[config.mk]
export PLATFORM = sky130hd
export DESIGN_NAME = uart_rx_param
export DESIGN_NICKNAME = d
export VERILOG_FILES = /design/src/rtl/uart_rx_param.sv
export SDC_FILE = /design/constraint.sdc
export NUM_CORES = 1
export LEC_CHECK = 0
export BUFFER_PORTS_ARGS = -buffer_cell sky130_fd_sc_hd__buf_4
export CAP_MARGIN = 20
export CORE_ASPECT_RATIO = 0.75
export CORE_MARGIN = 3
export CORE_UTILIZATION = 50
export DETAILED_ROUTE_END_ITERATION = 7
export GPL_TIMING_DRIVEN = 0
export HOLD_SLACK_MARGIN = 0.05
export PLACE_DENSITY_LB_ADDON = 0.08
export REMOVE_ABC_BUFFERS = 1
export SYNTH_ARGS = -nofsm -noshare
export SYNTH_HDL_FRONTEND = slang
export SYNTH_SLANG_ARGS = --single-unit
[constraint.sdc]
create_clock -name clk -period 1.9 [get_ports clk]
set_input_delay 0.38 -clock clk [delete_from_list [all_inputs] [get_ports clk]]
set_output_delay 0.38 -clock clk [all_outputs]
set_load 0.02 [all_outputs]
[src/rtl/uart_rx_param.sv]
// Parametrised UART receiver: 2-flop synchroniser, 3-sample majority vote,
// false-start rejection, parity/framing/overrun/break reporting, one-word hold register.
module uart_rx_param #(
  parameter int unsigned CLK_FREQ   = 50_000_000,
  parameter int unsigned BAUD_RATE  = 115200,
  parameter int unsigned OVERSAMPLE = 16,
  parameter int unsigned DATA_BITS  = 8,
  parameter int unsigned PARITY     = 0,
  parameter int unsigned STOP_BITS  = 1
) (
  input  logic                 clk,
  input  logic                 reset_n,
  input  logic                 rxd,
  output logic [DATA_BITS-1:0] rx_data,
  output logic                 rx_valid,
  input  logic                 rx_ready,
  output logic                 parity_err,
  output logic                 frame_err,
  output logic                 overrun_err,
  output logic                 break_det,
  output logic                 busy
);

  localparam int unsigned DIV = CLK_FREQ / (BAUD_RATE * OVERSAMPLE);
  localparam int unsigned CW  = (DIV > 1) ? $clog2(DIV) : 1;
  localparam int unsigned SW  = $clog2(OVERSAMPLE);
  localparam int unsigned M   = OVERSAMPLE / 2;
  localparam int unsigned BW  = $clog2(DATA_BITS + 1);

  if (DIV < 1) begin : g_div_check
    $error("uart_rx_param: CLK_FREQ/(BAUD_RATE*OVERSAMPLE) must be >= 1");
  end

  typedef enum logic [2:0] {S_IDLE, S_START, S_DATA, S_PARITY, S_STOP, S_BREAK} state_t;

  state_t               state_q, state_d;
  logic                 sync1_q, rxs_q;
  logic [CW-1:0]        div_q, div_d;
  logic [SW-1:0]        scnt_q, scnt_d;
  logic                 v0_q, v0_d, v1_q, v1_d;
  logic [BW-1:0]        bit_idx_q, bit_idx_d;
  logic                 stop_idx_q, stop_idx_d;
  logic [DATA_BITS-1:0] shreg_q, shreg_d;
  logic                 par_q, par_d, perr_q, perr_d, ferr_q, ferr_d, zero_q, zero_d;
  logic [DATA_BITS-1:0] rx_data_q, rx_data_d;
  logic                 rx_valid_q, rx_valid_d, parity_err_q, parity_err_d;
  logic                 frame_err_q, frame_err_d, overrun_q, overrun_d, break_q, break_d;
  logic                 tick, at_mid, at_end, vote, done, ferr_now, accept;

  always_comb begin
    tick     = (div_q == CW'(DIV - 1));
    div_d    = tick ? '0 : div_q + 1'b1;
    at_mid   = tick && (scnt_q == SW'(M + 1));
    at_end   = tick && (scnt_q == SW'(OVERSAMPLE - 1));
    vote     = (v0_q & v1_q) | (v0_q & rxs_q) | (v1_q & rxs_q);
    ferr_now = ferr_q | ~vote;
    accept   = rx_valid_q && rx_ready;
    done     = 1'b0;

    state_d    = state_q;
    scnt_d     = scnt_q;
    v0_d       = v0_q;
    v1_d       = v1_q;
    bit_idx_d  = bit_idx_q;
    stop_idx_d = stop_idx_q;
    shreg_d    = shreg_q;
    par_d      = par_q;
    perr_d     = perr_q;
    ferr_d     = ferr_q;
    zero_d     = zero_q;
    break_d    = 1'b0;

    if (tick) begin
      scnt_d = at_end ? '0 : scnt_q + 1'b1;
      if (scnt_q == SW'(M - 1)) v0_d = rxs_q;
      if (scnt_q == SW'(M))     v1_d = rxs_q;
    end

    case (state_q)
      S_IDLE: begin
        if (tick && !rxs_q) begin
          state_d    = S_START;
          scnt_d     = '0;
          bit_idx_d  = '0;
          stop_idx_d = 1'b0;
          par_d      = 1'b0;
          perr_d     = 1'b0;
          ferr_d     = 1'b0;
          zero_d     = 1'b1;
        end
      end
      S_START: begin
        if (at_mid && vote) state_d = S_IDLE;
        else if (at_end)    state_d = S_DATA;
      end
      S_DATA: begin
        if (at_mid) begin
          shreg_d = {vote, shreg_q[DATA_BITS-1:1]};
          par_d   = par_q ^ vote;
          zero_d  = zero_q & ~vote;
        end
        if (at_end) begin
          if (bit_idx_q == BW'(DATA_BITS - 1)) state_d = (PARITY != 0) ? S_PARITY : S_STOP;
          else bit_idx_d = bit_idx_q + 1'b1;
        end
      end
      S_PARITY: begin
        if (at_mid) begin
          zero_d = zero_q & ~vote;
          perr_d = (PARITY == 1) ? ~(par_q ^ vote) : (par_q ^ vote);
        end
        if (at_end) state_d = S_STOP;
      end
      S_STOP: begin
        // Break is judged on the first stop bit; completion on the last one.
        if (at_mid) begin
          ferr_d = ferr_now;
          if (!stop_idx_q && zero_q && !vote) begin
            state_d = S_BREAK;
            break_d = 1'b1;
          end else if (stop_idx_q == 1'(STOP_BITS - 1)) begin
            state_d = S_IDLE;
            done    = 1'b1;
          end
        end else if (at_end) begin
          stop_idx_d = 1'b1;
        end
      end
      S_BREAK: begin
        if (tick && rxs_q) state_d = S_IDLE;
      end
      default: state_d = S_IDLE;
    endcase

    rx_data_d    = rx_data_q;
    rx_valid_d   = rx_valid_q;
    parity_err_d = parity_err_q;
    frame_err_d  = frame_err_q;
    overrun_d    = 1'b0;
    if (accept) begin
      rx_valid_d   = 1'b0;
      parity_err_d = 1'b0;
      frame_err_d  = 1'b0;
    end
    if (done) begin
      if (!rx_valid_q || accept) begin
        rx_data_d    = shreg_q;
        rx_valid_d   = 1'b1;
        parity_err_d = perr_q;
        frame_err_d  = ferr_now;
      end else begin
        overrun_d = 1'b1;
      end
    end
  end

  always_ff @(posedge clk or negedge reset_n) begin
    if (!reset_n) begin
      state_q      <= S_IDLE;
      sync1_q      <= 1'b1;
      rxs_q        <= 1'b1;
      div_q        <= '0;
      scnt_q       <= '0;
      v0_q         <= 1'b0;
      v1_q         <= 1'b0;
      bit_idx_q    <= '0;
      stop_idx_q   <= 1'b0;
      shreg_q      <= '0;
      par_q        <= 1'b0;
      perr_q       <= 1'b0;
      ferr_q       <= 1'b0;
      zero_q       <= 1'b0;
      rx_data_q    <= '0;
      rx_valid_q   <= 1'b0;
      parity_err_q <= 1'b0;
      frame_err_q  <= 1'b0;
      overrun_q    <= 1'b0;
      break_q      <= 1'b0;
    end else begin
      state_q      <= state_d;
      sync1_q      <= rxd;
      rxs_q        <= sync1_q;
      div_q        <= div_d;
      scnt_q       <= scnt_d;
      v0_q         <= v0_d;
      v1_q         <= v1_d;
      bit_idx_q    <= bit_idx_d;
      stop_idx_q   <= stop_idx_d;
      shreg_q      <= shreg_d;
      par_q        <= par_d;
      perr_q       <= perr_d;
      ferr_q       <= ferr_d;
      zero_q       <= zero_d;
      rx_data_q    <= rx_data_d;
      rx_valid_q   <= rx_valid_d;
      parity_err_q <= parity_err_d;
      frame_err_q  <= frame_err_d;
      overrun_q    <= overrun_d;
      break_q      <= break_d;
    end
  end

  assign rx_data     = rx_data_q;
  assign rx_valid    = rx_valid_q;
  assign parity_err  = parity_err_q;
  assign frame_err   = frame_err_q;
  assign overrun_err = overrun_q;
  assign break_det   = break_q;
  assign busy        = (state_q != S_IDLE);

endmodule

# Yosys cells after proc, flatten, opt, wreduce, memory -nomap -nowiden
# Cells that the tools add are included.
word_totals:
  input_bits: 4
  out_inout_bits: 14
  wordCells: 138
  ff_bits: 46
op_classes:
  reduce_logical: 31
  addsub: 3
  n_eq_ne: 25
  bitwise_logic: 9
  n_mux: 50
ops:
  columns: ["operator", "n"]
  rows:
  - ["$mux W3", 10]
  - ["$mux W4", 7]
  - ["$mux W1", 25]
  - ["$ne A2 B2 Y1 const B", 11]
  - ["$pmux W3 S6", 1]
  - ["$eq A4 B4 Y1 const B", 3]
  - ["$reduce_and A3 Y1", 4]
  - ["$pmux W1 S2", 5]
  - ["$add A4 B1 Y4 const B", 2]
  - ["$eq A4 B3 Y1 const B", 2]
  - ["$logic_and A1 B1 Y1", 8]
  - ["$pmux W4 S2", 1]
  - ["$reduce_and A2 Y1", 4]
  - ["$reduce_and A4 Y1", 2]
  - ["$reduce_and A8 Y1", 1]
  - ["$reduce_bool A2 Y1", 4]
  - ["$eq A3 B2 Y1 const B", 2]
  - ["$eq A3 B3 Y1 const B", 2]
  - ["$ne A3 B3 Y1 const B", 2]
  - ["$add A5 B1 Y5 const B", 1]
  - ["$eq A5 B5 Y1 const B", 1]
  - ["$mux W5", 1]
  - ["$and A1 B1 Y1", 4]
  - ["$logic_not A1 Y1", 4]
  - ["9 further kinds", 11]

# Longest topological paths before layout
logic_depth:
  depth_word: 9
  depth_mapped: 8
  mapped_depth_nobuf: 7

# Worst setup path before layout
# No wires, ideal clock.
synth_path:
  kind: "reg-to-reg"
  startpoint: "register scnt_q[1]"
  endpoint: "register rx_data_q[0] (netlist: rx_data[0])"
  t_arrival_ns: 1.895
  setup_time_ns: 0.125
  required_ns: 1.775
  synth_period_minus_slack_ns: 2.019
  path_slack_ns: -0.119
  n_path_buf: 0
  path_stages_with_launch: 8
  cell_sequence: "dfrtp_1 > inv_1 > ha_1 > nor2b_1 > o211ai_2 > or3_4 > nor2_8 > mux2_2"
synth_between:
  elab_chain_len: 5
synth_lines:
  columns: ["element", "line_no", "source"]
  rows:
  - ["from (decl)", "39", "logic [SW-1:0] scnt_q, scnt_d;"]
  - ["from (signal assigned)", "184", "scnt_q <= scnt_d;"]
  - ["$eq A4 B4 Y1", "53", "at_mid = tick && (scnt_q == SW'(M + 1));"]
  - ["$logic_and A1 B1 Y1", "53", null]
  - ["$mux W1", "116", "if (at_mid) begin"]
  - ["$mux W1", "79", "case (state_q)"]
  - ["$reduce_and A2 Y1 (no line)", null, null]
  - ["to (signal assigned)", "194", "rx_data_q <= rx_data_d;"]
  - ["to (decl)", "45", "logic [DATA_BITS-1:0] rx_data_q, rx_data_d;"]
# No other way between the ends.
# A chain may end at the register's enable or synchronous reset.

# Worst setup path in the final report
layout_path:
  startpoint: "register div_q[0]"
  endpoint: "register rx_data_q[6] (netlist: rx_data[6])"
layout_between:
  elab_chain_len: 5
layout_lines:
  columns: ["element", "line_no", "source"]
  rows:
  - ["from (decl)", "38", "logic [CW-1:0] div_q, div_d;"]
  - ["from (signal assigned)", "183", "div_q <= div_d;"]
  - ["$eq A5 B5 Y1", "51", "tick = (div_q == CW'(DIV - 1));"]
  - ["$logic_and A1 B1 Y1", "53", null]
  - ["$mux W1", "116", null]
  - ["$mux W1", "79", null]
  - ["$reduce_and A2 Y1 (no line)", null, null]
# No other way between the ends.

==> flow_summary.html <==
<table>
<tr><th>Metric</th><th>Value</th></tr>
<tr><th colspan="2">Routing</th></tr>
<tr><td>Average wire length per cell after detail routing</td><td>15.27 um</td></tr>
<tr><td>Detailed-routing iteration count for the pre-antenna-repair pass</td><td>4</td></tr>
<tr><td>Starting DRC count in detailed routing</td><td>75</td></tr>
<tr><td>Final Routed Wirelength</td><td>4321 um</td></tr>
<tr><td>Routed vias</td><td>1575</td></tr>
<tr><td>Remaining number of nets flagged by the antenna check after routing</td><td>0</td></tr>
<tr><td>DRC</td><td>0</td></tr>
<tr><td>Vias per cell</td><td>5.565</td></tr>
<tr><th colspan="2">Timing</th></tr>
<tr><td>Final Hold Fails</td><td>0</td></tr>
<tr><td>Final Max Tran Viols</td><td>0</td></tr>
<tr><td>Maximum operating frequency</td><td>480.2 MHz</td></tr>
<tr><td>Least-Margin Pin Slew</td><td>0.5632 ns</td></tr>
<tr><td>Clock skew</td><td>0.007021 ns</td></tr>
<tr><td>Min setup slack post-route</td><td>-0.1823 ns</td></tr>
<tr><td>Setup repair after global routing missed its margin</td><td>true</td></tr>
<tr><td>Worst rel slew slack</td><td>62.46%</td></tr>
<tr><td>Final period utilization</td><td>109.6%</td></tr>
<tr><td>Final Setup Violations</td><td>13</td></tr>
<tr><td>Final worst hold slack</td><td>0.07138 ns</td></tr>
<tr><td>Final min period</td><td>2.082 ns</td></tr>
<tr><th colspan="2">Worst setup path</th></tr>
<tr><td>Register-to-register path setup slack</td><td>-0.18 ns</td></tr>
<tr><td>Launching element of the worst setup path</td><td>div_q[0]</td></tr>
<tr><td>Worst-path cell chain</td><td>inv_1, ha_2, and4b_4, nand2_4, or3_4, nor2_8, mux2_4</td></tr>
<tr><td>Reg-to-Reg End</td><td>rx_data[6]</td></tr>
<tr><td>Reg-to-Reg Start</td><td>div_q[0]</td></tr>
<tr><td>Critical path capture point</td><td>rx_data[6]</td></tr>
<tr><td>Critical-path maximum fanout</td><td>8</td></tr>
<tr><td>Critical path start-end classification</td><td>reg2reg</td></tr>
<tr><td>Slowest stage cell on the critical path</td><td>sky130_fd_sc_hd__or3_4</td></tr>
<tr><td>Delay of the slowest critical-path stage</td><td>0.43 ns</td></tr>
<tr><td>Depth of the worst register-to-register path</td><td>7</td></tr>
<tr><td>Endpoint type of the worst setup path</td><td>flip-flop</td></tr>
<tr><td>Kind of launch point of the worst setup path</td><td>flip-flop</td></tr>
<tr><td>Worst endpoint data arrival time</td><td>2.25 ns</td></tr>
<tr><td>CP required</td><td>2.07 ns</td></tr>
<tr><th colspan="2">Min path</th></tr>
<tr><td>Tightest Hold Check Type</td><td>in2async</td></tr>
<tr><th colspan="2">Yosys</th></tr>
<tr><td>Top flip-flop cell by instance count after synthesis</td><td>sky130_fd_sc_hd__dfrtp_1</td></tr>
<tr><td>Synthesized cell area</td><td>2185 um2</td></tr>
<tr><td>Synth warnings</td><td>0</td></tr>
<tr><td>Biggest area contributors in the synthesized netlist</td><td>sky130_fd_sc_hd__dfrtp_1, sky130_fd_sc_hd__mux2_2, sky130_fd_sc_hd__ha_1</td></tr>
<tr><td>Async S/R FF share, synth</td><td>100.0%</td></tr>
<tr><td>Mean cell area of the mapped netlist</td><td>11.26 um2</td></tr>
<tr><td>Part of the Yosys area used for sequential elements</td><td>52.81%</td></tr>
<tr><td>Post-synthesis sequential element count</td><td>46</td></tr>
<tr><td>Cells after Synth</td><td>194</td></tr>
<tr><td>Largest area contributor in the netlist</td><td>sky130_fd_sc_hd__dfrtp_1</td></tr>
<tr><td>Synth top area share</td><td>50.40%</td></tr>
<tr><td>Post-synth EDFFs</td><td>0</td></tr>
<tr><td>Count of different cell masters after synthesis</td><td>50</td></tr>
<tr><th colspan="2">Die</th></tr>
<tr><td>Standard-cell rows</td><td>20</td></tr>
<tr><td>Die area</td><td>5207 um2</td></tr>
<tr><td>Area of the core</td><td>4129 um2</td></tr>
<tr><td>I/O pin count</td><td>18</td></tr>
<tr><td>Vert. Die Dim</td><td>63.25 um</td></tr>
<tr><td>Overall die width</td><td>82.33 um</td></tr>
<tr><td>Starting Density</td><td>52.91%</td></tr>
<tr><th colspan="2">Place</th></tr>
<tr><td>Detailed placer's ending HPWL</td><td>2792 um</td></tr>
<tr><td>Number of cells after detailed placement</td><td>260</td></tr>
<tr><td>Routability Congestion</td><td>0.8064</td></tr>
<tr><td>Worst slack, placed</td><td>-0.5200 ns</td></tr>
<tr><td>Post-DP Area</td><td>2346 um2</td></tr>
<tr><td>Input/output buffers</td><td>17</td></tr>
<tr><th colspan="2">Clock tree</th></tr>
<tr><td>Number of sinks on the clock net</td><td>46</td></tr>
<tr><td>Maximum level of the CTS H-tree</td><td>2</td></tr>
<tr><td>Buffer cell driving the clock tree root</td><td>sky130_fd_sc_hd__clkbuf_8</td></tr>
<tr><td>Clock Pin Slew Worst Setup and Hold Paths</td><td>0.08 ns</td></tr>
<tr><td>Hold-fix buffers, CTS</td><td>0</td></tr>
<tr><td>Number of buffers created by CTS</td><td>5</td></tr>
<tr><td>Maximum clock insertion buffer count</td><td>2</td></tr>
<tr><td>TritonCTS clock tree</td><td>yes</td></tr>
<tr><td>Clock latency on the worst-skew pair</td><td>0.29 ns</td></tr>
<tr><th colspan="2">Final layout</th></tr>
<tr><td>Fraction of final layout cells with drive strength greater than 1</td><td>36.40%</td></tr>
<tr><td>Area used by multi-input combinational logic</td><td>1092 um2</td></tr>
<tr><td>Highest-count cells in the layout ignoring fill and taps</td><td>sky130_fd_sc_hd__dfrtp_1, sky130_fd_sc_hd__buf_4, sky130_fd_sc_hd__nor2_1, sky130_fd_sc_hd__nand2_1, sky130_fd_sc_hd__inv_1</td></tr>
<tr><td>Post-layout net count</td><td>238</td></tr>
<tr><td>Area of all sequential standard cells</td><td>1156 um2</td></tr>
<tr><td>Growth of design area from synthesis to finish</td><td>23.08%</td></tr>
<tr><td>Most common cell after layout, fill and taps aside</td><td>sky130_fd_sc_hd__dfrtp_1</td></tr>
<tr><td>Design area</td><td>2689 um2</td></tr>
<tr><td>Number of fillers in the final layout</td><td>334</td></tr>
<tr><td>Final Instance Count excl. Fillers</td><td>283</td></tr>
<tr><td>Diodes inserted</td><td>0</td></tr>
<tr><th colspan="2">Power and ir drop</th></tr>
<tr><td>Static Leakage</td><td>1.251 nW</td></tr>
<tr><td>Power density cells</td><td>796.2 nW/um2</td></tr>
<tr><td>Sum of internal, switching and leakage power</td><td>0.002141 W</td></tr>
<tr><td>Worst vdd rail ir drop</td><td>0.0006827 V</td></tr>
<tr><th colspan="2">Global route</th></tr>
<tr><td>Largest net degree at the start of global routing</td><td>47</td></tr>
<tr><td>Via count of the first global-routing pass</td><td>1515</td></tr>
<tr><td>Total routing resource utilization after global routing</td><td>17.28%</td></tr>
<tr><td>Antenna violations before repair</td><td>0</td></tr>
<tr><td>Wire length of the first global-routing pass</td><td>6982 um</td></tr>
<tr><td>Remaining global-route overflow</td><td>0</td></tr>
<tr><th colspan="2">Run status</th></tr>
<tr><td>Outcome</td><td>finished, violations left</td></tr>
<tr><td>Violated checks</td><td>negative setup slack</td></tr>
<tr><th colspan="2">Run</th></tr>
<tr><td>Reported max-cap violation count</td><td>0</td></tr>
</table>
==> worst max-delay path, delay by kind of cell (launching register included) <==
kind | cells | cell delay (ns)
and+or+nand+nor | 4 | 1.01
adders and majority gates | 1 | 0.18
buffers and inverters | 1 | 0.06
muxes | 1 | 0.33
DFF | 1 | 0.39
==> power breakdown <==
part	switching, W	internal, W	leakage, nW
logic	0.000242	0.000236	0.602
registers	0.0000992	0.00102	0.605
clock network	0.000299	0.000247	0.0438
==> flip-flops by register name, summed over array words and instances (netlist names) <==
| signal | flops |
|---|---|
| bit_idx_q | 4 |
| break_det | 1 |
| div_q | 5 |
| ferr_q | 1 |
| frame_err | 1 |
| overrun_err | 1 |
| par_q | 1 |
| parity_err | 1 |
| perr_q | 1 |
| rx_data | 8 |
| rx_valid | 1 |
| rxs_q | 1 |
| scnt_q | 4 |
| shreg_q | 8 |
| state_q | 3 |
| stop_idx_q | 1 |
| sync1_q | 1 |
| v0_q | 1 |
| v1_q | 1 |
| zero_q | 1 |
==> final cells by class <==
type / instances / share of cell area (%)
timing repair buffer: 33 / 9.353
tap: 55 / 2.559
clock inverter: 2 / 0.3723
clock buffer: 5 / 2.559
sequential: 46 / 43.00
multi-input combinational: 131 / 40.62
inverter: 11 / 1.536
==> metrics by stage <==
step	utilization (%)	TNS (ns)
floorplan	-	-2.258
global placement	56.82	-7.206
detailed placement	56.82	-8.465
CTS	61.73	-1.238
global route	65.12	-2.780
finish	65.12	-1.679
==> worst min path at each step <==
stage	depth (start not counted)	slack (ns)	to	from
after floorplan	0	0.08	bit_idx_q[0]	reset_n
after global placement	0	0.35	rxs_q	sync1_q
after detailed placement	0	0.35	rxs_q	sync1_q
after CTS	1	0.09	shreg_q[2]	reset_n
after global routing	1	0.11	rx_data[2]	reset_n
final	1	0.07	shreg_q[2]	reset_n
==> synth_stat cells, types with 2 or more instances <==
master,count
sky130_fd_sc_hd__and3_1,2
sky130_fd_sc_hd__buf_2,4
sky130_fd_sc_hd__nand2_1,15
sky130_fd_sc_hd__mux2_2,16
sky130_fd_sc_hd__nand2b_1,2
sky130_fd_sc_hd__o21ai_0,9
sky130_fd_sc_hd__xor2_1,4
sky130_fd_sc_hd__dfstp_2,2
sky130_fd_sc_hd__a31oi_1,2
sky130_fd_sc_hd__a21oi_1,4
sky130_fd_sc_hd__nand3b_1,2
sky130_fd_sc_hd__a311oi_1,2
sky130_fd_sc_hd__or3_1,2
sky130_fd_sc_hd__xnor2_1,2
sky130_fd_sc_hd__inv_1,11
sky130_fd_sc_hd__a22o_1,2
sky130_fd_sc_hd__mux2_1,2
sky130_fd_sc_hd__ha_1,6
sky130_fd_sc_hd__nor3_1,4
sky130_fd_sc_hd__dfrtp_1,44
sky130_fd_sc_hd__a32o_1,2
sky130_fd_sc_hd__buf_4,2
sky130_fd_sc_hd__nor2_1,14
sky130_fd_sc_hd__nand3_1,11
sky130_fd_sc_hd__o31ai_1,2
sky130_fd_sc_hd__o21a_1,2
==> metal layers <==
| metal | up-vias | track usage (%) | wire length, um |
|---|---|---|---|
| met5 | - | 0 | 0 |
| met4 | 0 | 4.357 | 20 |
| met3 | 3 | 5.000 | 217 |
| met2 | 43 | 24.90 | 1934 |
| met1 | 766 | 25.47 | 2149 |
| li1 | 763 | - | - |
==> logic make-up after synthesis <==
| logic type | Yosys count | synth area share (%) |
|---|---|---|
| AOI/OAI and AO/OA | 36 | 11.74 |
| xor gates and xnor gates | 6 | 2.405 |
| adders and majority gates | 7 | 4.066 |
| buffers and inverters | 17 | 3.494 |
| DFF | 46 | 52.81 |
| muxes | 19 | 9.736 |
| and+or+nand+nor | 63 | 15.75 |
==> what timing repair did <==
action / 4_1_cts / 5_1_grt
cloned: 0 / 0
gates resized for setup: 20 / 18
setup endpoints to repair: 30 / 21
buffers inserted: 8 / 8
pin swaps: 2 / 8
Power figures use the tool's default switching activity.
